--- config.mk ---
export PLATFORM = sky130hd
export DESIGN_NAME = median_window_filter_flat
export DESIGN_NICKNAME = d
export VERILOG_FILES = /design/src/rtl/median_window_filter_if.sv /design/src/rtl/median_window_filter.sv /design/src/flat_wrapper.sv
export SDC_FILE = /design/constraint.sdc
export NUM_CORES = 2
export LEC_CHECK = 0
export BUFFER_PORTS_ARGS = -buffer_cell sky130_fd_sc_hd__buf_2
export CORE_AREA = 5 5 307 534
export CTS_CLUSTER_SIZE = 10
export DETAILED_ROUTE_END_ITERATION = 6
export DIE_AREA = 0 0 312 539
export PLACE_DENSITY = 0.56
export SLEW_MARGIN = 25
export SYNTH_ARGS = -nofsm -noshare
export SYNTH_HDL_FRONTEND = slang
export SYNTH_SLANG_ARGS = --single-unit
--- constraint.sdc ---
create_clock -name clk -period 3.1 [get_ports clk]
set_input_delay 0.62 -clock clk [delete_from_list [all_inputs] [get_ports clk]]
set_output_delay 0.62 -clock clk [all_outputs]
set_load 0.1 [all_outputs]
--- src/rtl/median_window_filter_if.sv ---
// Column-in / rank-out stream bundle for median_window_filter.
interface median_window_filter_if #(
    parameter int unsigned DATA_WIDTH = 8,
    parameter int unsigned WINDOW     = 7
);
    logic                         in_valid;
    logic [1:0]                   in_mode;
    logic [WINDOW*DATA_WIDTH-1:0] in_col;
    logic                         out_valid;
    logic [DATA_WIDTH-1:0]        out;

    modport master (output in_valid, in_mode, in_col, input out_valid, out);
    modport slave  (input in_valid, in_mode, in_col, output out_valid, out);
endinterface

--- src/rtl/median_window_filter.sv ---
// Streaming WINDOW x WINDOW rank filter: each column is sorted and ranked, the last
// WINDOW column ranks are kept as a history, and that history is sorted and ranked again.
module median_window_filter #(
    parameter int unsigned DATA_WIDTH = 8,
    parameter int unsigned WINDOW     = 7
) (
    input  logic                  clk,
    input  logic                  rst,
    input  logic                  refresh,
    median_window_filter_if.slave bus
);
    localparam int unsigned MID = (WINDOW - 1) / 2;
    localparam int unsigned CW  = $clog2(WINDOW + 1);

    typedef logic [WINDOW-1:0][DATA_WIDTH-1:0] col_t;
    typedef logic [WINDOW-2:0][DATA_WIDTH-1:0] hist_t;

    if ((WINDOW % 2 == 0) || (WINDOW < 3) || (WINDOW > 15)) begin : g_bad_window
        $error("median_window_filter: WINDOW must be odd and within 3..15");
    end

    // Pick the ranked element out of an ascending-sorted vector.
    function automatic logic [DATA_WIDTH-1:0] rank_sel(input col_t c, input logic [1:0] m);
        case (m)
            2'd1:    rank_sel = c[0];
            2'd2:    rank_sel = c[WINDOW-1];
            default: rank_sel = c[MID];
        endcase
    endfunction

    logic                  w_clr;
    col_t                  r_a  [0:WINDOW];
    logic                  r_av [0:WINDOW];
    logic [1:0]            r_am [0:WINDOW];
    col_t                  r_b  [0:WINDOW];
    logic                  r_bv [0:WINDOW];
    logic [1:0]            r_bm [0:WINDOW];
    col_t                  w_a_nx [0:WINDOW-1];
    col_t                  w_b_nx [0:WINDOW-1];
    hist_t                 r_hist;
    logic [CW-1:0]         r_fill;
    logic [CW-1:0]         w_fill_nx;
    col_t                  w_hist_nx;
    logic [DATA_WIDTH-1:0] w_a_sel;
    logic [DATA_WIDTH-1:0] w_b_sel;
    logic                  r_out_valid;
    logic [DATA_WIDTH-1:0] r_out;

    assign w_clr = rst | refresh;

    always_ff @(posedge clk) begin
        if (w_clr) begin
            r_av[0] <= 1'b0;
            r_a[0]  <= '0;
            r_am[0] <= '0;
        end else begin
            r_av[0] <= bus.in_valid;
            if (bus.in_valid) begin
                r_a[0]  <= bus.in_col;
                r_am[0] <= bus.in_mode;
            end
        end
    end

    // Odd-even transposition: stage s compare-exchanges pairs starting at index s%2.
    for (genvar s = 0; s < WINDOW; s++) begin : g_stage
        for (genvar i = 0; i < WINDOW; i++) begin : g_elem
            if ((i % 2 == s % 2) && (i + 1 < WINDOW)) begin : g_lo
                assign w_a_nx[s][i] = (r_a[s][i] <= r_a[s][i+1]) ? r_a[s][i] : r_a[s][i+1];
                assign w_b_nx[s][i] = (r_b[s][i] <= r_b[s][i+1]) ? r_b[s][i] : r_b[s][i+1];
            end else if ((i % 2 != s % 2) && (i > 0)) begin : g_hi
                assign w_a_nx[s][i] = (r_a[s][i-1] <= r_a[s][i]) ? r_a[s][i] : r_a[s][i-1];
                assign w_b_nx[s][i] = (r_b[s][i-1] <= r_b[s][i]) ? r_b[s][i] : r_b[s][i-1];
            end else begin : g_pass
                assign w_a_nx[s][i] = r_a[s][i];
                assign w_b_nx[s][i] = r_b[s][i];
            end
        end

        always_ff @(posedge clk) begin
            if (w_clr) begin
                r_a[s+1]  <= '0;
                r_av[s+1] <= 1'b0;
                r_am[s+1] <= '0;
                r_b[s+1]  <= '0;
                r_bv[s+1] <= 1'b0;
                r_bm[s+1] <= '0;
            end else begin
                r_a[s+1]  <= w_a_nx[s];
                r_av[s+1] <= r_av[s];
                r_am[s+1] <= r_am[s];
                r_b[s+1]  <= w_b_nx[s];
                r_bv[s+1] <= r_bv[s];
                r_bm[s+1] <= r_bm[s];
            end
        end
    end

    // Entry WINDOW-1 is never needed: it is the one discarded by the next push.
    assign w_a_sel   = rank_sel(r_a[WINDOW], r_am[WINDOW]);
    assign w_hist_nx = {r_hist, w_a_sel};
    assign w_fill_nx = (r_fill == CW'(WINDOW)) ? r_fill : r_fill + CW'(1);

    always_ff @(posedge clk) begin
        if (w_clr) begin
            r_hist  <= '0;
            r_fill  <= '0;
            r_b[0]  <= '0;
            r_bv[0] <= 1'b0;
            r_bm[0] <= '0;
        end else begin
            r_bv[0] <= 1'b0;
            if (r_av[WINDOW]) begin
                r_hist  <= w_hist_nx[WINDOW-2:0];
                r_fill  <= w_fill_nx;
                r_b[0]  <= w_hist_nx;
                r_bm[0] <= r_am[WINDOW];
                r_bv[0] <= (w_fill_nx == CW'(WINDOW));
            end
        end
    end

    assign w_b_sel = rank_sel(r_b[WINDOW], r_bm[WINDOW]);

    always_ff @(posedge clk) begin
        if (w_clr) begin
            r_out_valid <= 1'b0;
            r_out       <= '0;
        end else begin
            r_out_valid <= r_bv[WINDOW];
            if (r_bv[WINDOW]) begin
                r_out <= w_b_sel;
            end
        end
    end

    assign bus.out_valid = r_out_valid;
    assign bus.out       = r_out;
endmodule

--- src/flat_wrapper.sv ---
// flat-port wrapper written by rule: the top's interface ports become plain ports
module median_window_filter_flat 
#(
    parameter int unsigned DATA_WIDTH = 8,
    parameter int unsigned WINDOW     = 7
)
  (clk, rst, refresh, bus_in_valid, bus_in_mode, bus_in_col, bus_out_valid, bus_out);
  median_window_filter_if #(.DATA_WIDTH(DATA_WIDTH), .WINDOW(WINDOW)) bus_i ();
  input  logic clk;
  input  logic rst;
  input  logic refresh;
  input wire logic [$bits(bus_i.in_valid)-1:0] bus_in_valid;
  input wire logic [$bits(bus_i.in_mode)-1:0] bus_in_mode;
  input wire logic [$bits(bus_i.in_col)-1:0] bus_in_col;
  output wire logic [$bits(bus_i.out_valid)-1:0] bus_out_valid;
  output wire logic [$bits(bus_i.out)-1:0] bus_out;
  assign bus_i.in_valid = bus_in_valid;
  assign bus_i.in_mode = bus_in_mode;
  assign bus_i.in_col = bus_in_col;
  assign bus_out_valid = bus_i.out_valid;
  assign bus_out = bus_i.out;
  median_window_filter #(.DATA_WIDTH(DATA_WIDTH), .WINDOW(WINDOW)) u_core (.clk(clk), .rst(rst), .refresh(refresh), .bus(bus_i));
endmodule
---- Word level (Yosys, flattened, before mapping) ----
Memory sizes are Yosys's and may differ from the RTL's.
Index checks and enable logic that the tools add are counted.
cells by class
  add/subtract/negate cells ............... 1
  $mul .................................... 0
  div/mod/pow operators ................... 0
  magnitude comparators ................... 42
  eq/ne operators ......................... 6
  shift operators ......................... 0
  mux-type cells .......................... 145
  bitwise gates (word level) .............. 50
  reductions and logical operators ........ 0
operators by type and width
  cell                   number
  $mux W56               16
  $mux W8                84
  $le A8 B8 Y1           42
  $or A1 B1 Y1           50
  $mux W2                16
  $pmux W8 S2            2
  $mux W1                26
  $eq A3 B3 Y1 const B   2
  $eq A2 B1 Y1 const B   2
  $eq A2 B2 Y1 const B   2
  $add A3 B1 Y3 const B  1
  $mux W3                1
storage, ports and cells
  register bits ........................... 60
  bits in latches ......................... 0
  memory bits (writable) .................. 944
  ROM bits ................................ 0
  bits of input ports ..................... 62
  memories kept ........................... 6
memories
  memory       words  bits a word  read ports  clocked after memory_dff  write ports  line                        source
  u_core.r_a   8      56           8           0                         8            median_window_filter.sv:32  col_t r_a [0:WINDOW];
  u_core.r_b   8      56           8           0                         8            median_window_filter.sv:35  col_t r_b [0:WINDOW];
  u_core.r_am  8      2            8           0                         8            median_window_filter.sv:34  logic [1:0] r_am [0:WINDOW];
  u_core.r_bm  8      2            8           0                         8            median_window_filter.sv:37  logic [1:0] r_bm [0:WINDOW];
  u_core.r_av  8      1            8           0                         8            median_window_filter.sv:33  logic r_av [0:WINDOW];
  u_core.r_bv  8      1            8           0                         8            median_window_filter.sv:36  logic r_bv [0:WINDOW];

---- Longest topological paths before layout ----
  depth after elaboration ................. 5
  gate-level depth with buffers ........... 9
  depth with buffers taken out ............ 7

---- Least setup slack after synthesis ----
Ideal clock, no wire load.
  kind .................................... in2reg
  start ................................... input refresh
  end ..................................... memory u_core.r_b[0][0] (netlist name), enable pin
  setup time .............................. 412 ps
  arrival time ............................ 2569 ps
  slack ................................... 119 ps
  stages .................................. 7
  buffers on the path ..................... 4
  cells stage by stage .................... or2_1 > buf_6 > buf_8 > nor2_2 > buf_2 > buf_4 > inv_1
RTL lines
  item         line                        source
  from (decl)  flat_wrapper.sv:11          input logic refresh;
  to (decl)    median_window_filter.sv:35

==> flow_summary.ini <==
[drt]
viasPerCell = 5.50
routedWlPerCell_um = 17.4
drc = 0
drtAntennaViolNets = 0
drt_iter0_drc = 2351
wl_mm = 125
num_vias = 39600
drt_pass1_iterations = 5

[grt]
grt_overflow = 0
grt_first_pass_wirelength_mm = 199
grt_pass1_vias = 39000
grt_util_met2 = 0.287
grt_antenna_before_repair = 1
grt_usage = 0.140
grt_max_degree = 65
use_met1 = 0.134
grt.busiest_layer = met2
use_met3 = 0.0159

[final_layout]
nets = 5473
final.fill_count = 16400
areaGrowthSynthToFinish_pct = 10.9
final_common_cell = dfxtp_1
final_cells = 7197
drive_gt1_frac = 0.0718
layout_common_cells = dfxtp_1 (792), nand2_1 (674), a32oi_1 (512)
final_core_util = 0.330

[yosys]
syn_nets = 5531
syn-cell-area_sq_um = 47400
synth_top_area_frac = 0.334
ys_seq_area_frac = 0.408
synth-seq-cells = 908
yosys_warnings = 0
synth_ff_type = dfxtp_1
avgSynthCellArea_sq_um = 9.22
yosys-top-cells-area = dfxtp_1 (33%), a32oi_1 (9.5%), ha_1 (8.6%)
syn-instance-count = 5144
ys_async_sr_fraction = 0
synth_cell_type_count = 47
synth_top_area_cell = dfxtp_1
synth_edf_count = 116

[hold_path]
worstHoldPathType = input pin to register

[cts]
clk_latency_ps = 710
path_clk_slew_ps = 60
clock_sink_count = 908
cts_resized = 0
clock-root-buffer = clkbuf_16
clock_path_buffers = 3
hold_buffers = 0
post_cts_buffers = 0
cts_buffers = 104
cts_tree = done
h-tree-depth = 3

[placement]
gp_congestion = 0.852
io_buffers = 70
dp_slack_ps = 510
dp_hpwl_mm = 90.6
place_inst = 7038

[sta]
fin_crit_sh = 0.763
drv_slew = 0
max_freq_mhz = 423
worst_slack_ps = 735
clock_skew_ps = 24.1
maxSlewHeadroom = 0.357
min_period_ps = 2360
hold_viol = 0
worst_pin_slew_ps = 963
rsz0062_at_grt = false
setup_tns_ps = 0
setup_violations = 0

[power]
power_density_nw_per_um2 = 513
leakage_nw = 19.2
max-vdd-ir-drop_v = 0.000457

[setup_path]
critPathRequiredTime_ps = 3640
path_class = register to register
cp_data_arrival_time_ps = 2910
cp-endpoint = u_core.r_a[0][177]
cp_max_fo = 9
rr_worst_depth = 8
start_kind = register
startpoint = u_core.r_a[0][121]
worst-r2r-setup-slack_ps = 740
worstReg2RegEnd = u_core.r_a[0][177]
r2r-start = u_core.r_a[0][121]
endpoint_kind = register

[floorplanning]
io_pins = 71
num_rows = 194
die_area_sq_um = 168000
dieWidth_um = 312
chipHeight_um = 539
initial_core_util = 0.298
coreArea_sq_um = 159000

[flow_run]
max-cap-violations = 0

[status]
status = finished clean
-- critical path, stage by stage, from the launching register on --
cell       delay, ps
dfxtp_1          390
inv_1             90
ha_1             310
nor2b_1          140
o211a_1          210
nor2_1           520
buf_4            270
a2bb2oi_1        180
o21ai_0          110
-- worst min path at each step --
stage,to,slack (ps),start,depth (start not counted)
after detailed placement,u_core.r_b[0][119],410,u_core.r_b[0][63],1
after floorplan,u_core.r_a[0][112],410,u_core.r_a[0][56],1
after global routing,u_core.r_a[0][34],210,bus_in_col[34],2
final,u_core.r_a[0][52],220,bus_in_col[52],2
after CTS,u_core.r_a[0][52],160,bus_in_col[52],2
after global placement,u_core.r_b[0][229],410,u_core.r_b[0][173],1
-- Yosys cell counts (all sizes together), types with 13 or more instances --
master,n
dfxtp,792
nand2,674
o21ai,556
a32oi,512
inv,333
ha,325
o31a,260
a2bb2oi,256
buf,228
and2,188
clkbuf,136
edfxtp,116
nor2,108
and3,106
a21oi,101
a21o,84
nand4,48
a211oi,40
nor2b,36
o21a,36
and4,32
nand3,32
o211a,32
o221ai,32
a22o,28
a22oi,16
mux2i,13
-- logic make-up after synthesis --
logic type      share of synthesized area
flops                               0.408
compound gates                      0.315
simple gates                        0.122
mux                               0.00274
xor+xnor                         0.000185
buf+inv                            0.0655
fa+ha+maj                          0.0858
-- layout make-up --
| cell class | count | area [sq um] | area share |
|---|---|---|---|
| clock inverters | 7 | 85.1 | 0.00162 |
| diodes | 1 | 2.50 | 0.0000476 |
| well taps | 2058 | 2570 | 0.0490 |
| repair buffers | 200 | 1440 | 0.0274 |
| multi-input cells | 3539 | 25000 | 0.475 |
| inverters | 333 | 1250 | 0.0238 |
| flip-flops and latches | 908 | 19300 | 0.368 |
| clock buffers | 151 | 2920 | 0.0555 |
-- report_power, final --
part	switching (mW)	leakage [nW]	internal, mW
Combinational	2.32	10.1	1.16
Clock	4.66	1.46	6.43
Sequential	0.302	7.69	12.1
Total	7.28	19.2	19.7
-- per-layer routing --
layer / vias to the layer above / part of all wire / wire length [um]
li1: 19300 / - / -
met1: 18900 / 0.36 / 44500
met2: 1048 / 0.56 / 69800
met3: 356 / 0.033 / 4180
met4: 0 / 0.052 / 6490
met5: - / 0 / 0
-- metrics by stage --
step	hold WS (ps)	power [mW]	area [sq um]
after floorplan	406	15.2	47400
after global placement	407	16.1	49600
after detailed placement	410	16.1	49600
after CTS	160	27.4	52600
after global routing	205	28.2	52600
final	222	27.0	52600
-- state kept, by name, summed over array words and instances (netlist names), named ones only --
| name | flops |
|---|---|
| u_core.r_bv | 8 |
| u_core.r_am | 16 |
| u_core.r_hist | 48 |
| u_core.r_a | 400 |
| u_core.r_b | 400 |
| u_core.bus.out | 8 |
| u_core.r_bm | 16 |
| u_core.bus.out_valid | 1 |
| u_core.r_av | 8 |
| u_core.r_fill | 2 |
(Power assumes the default switching activity.)
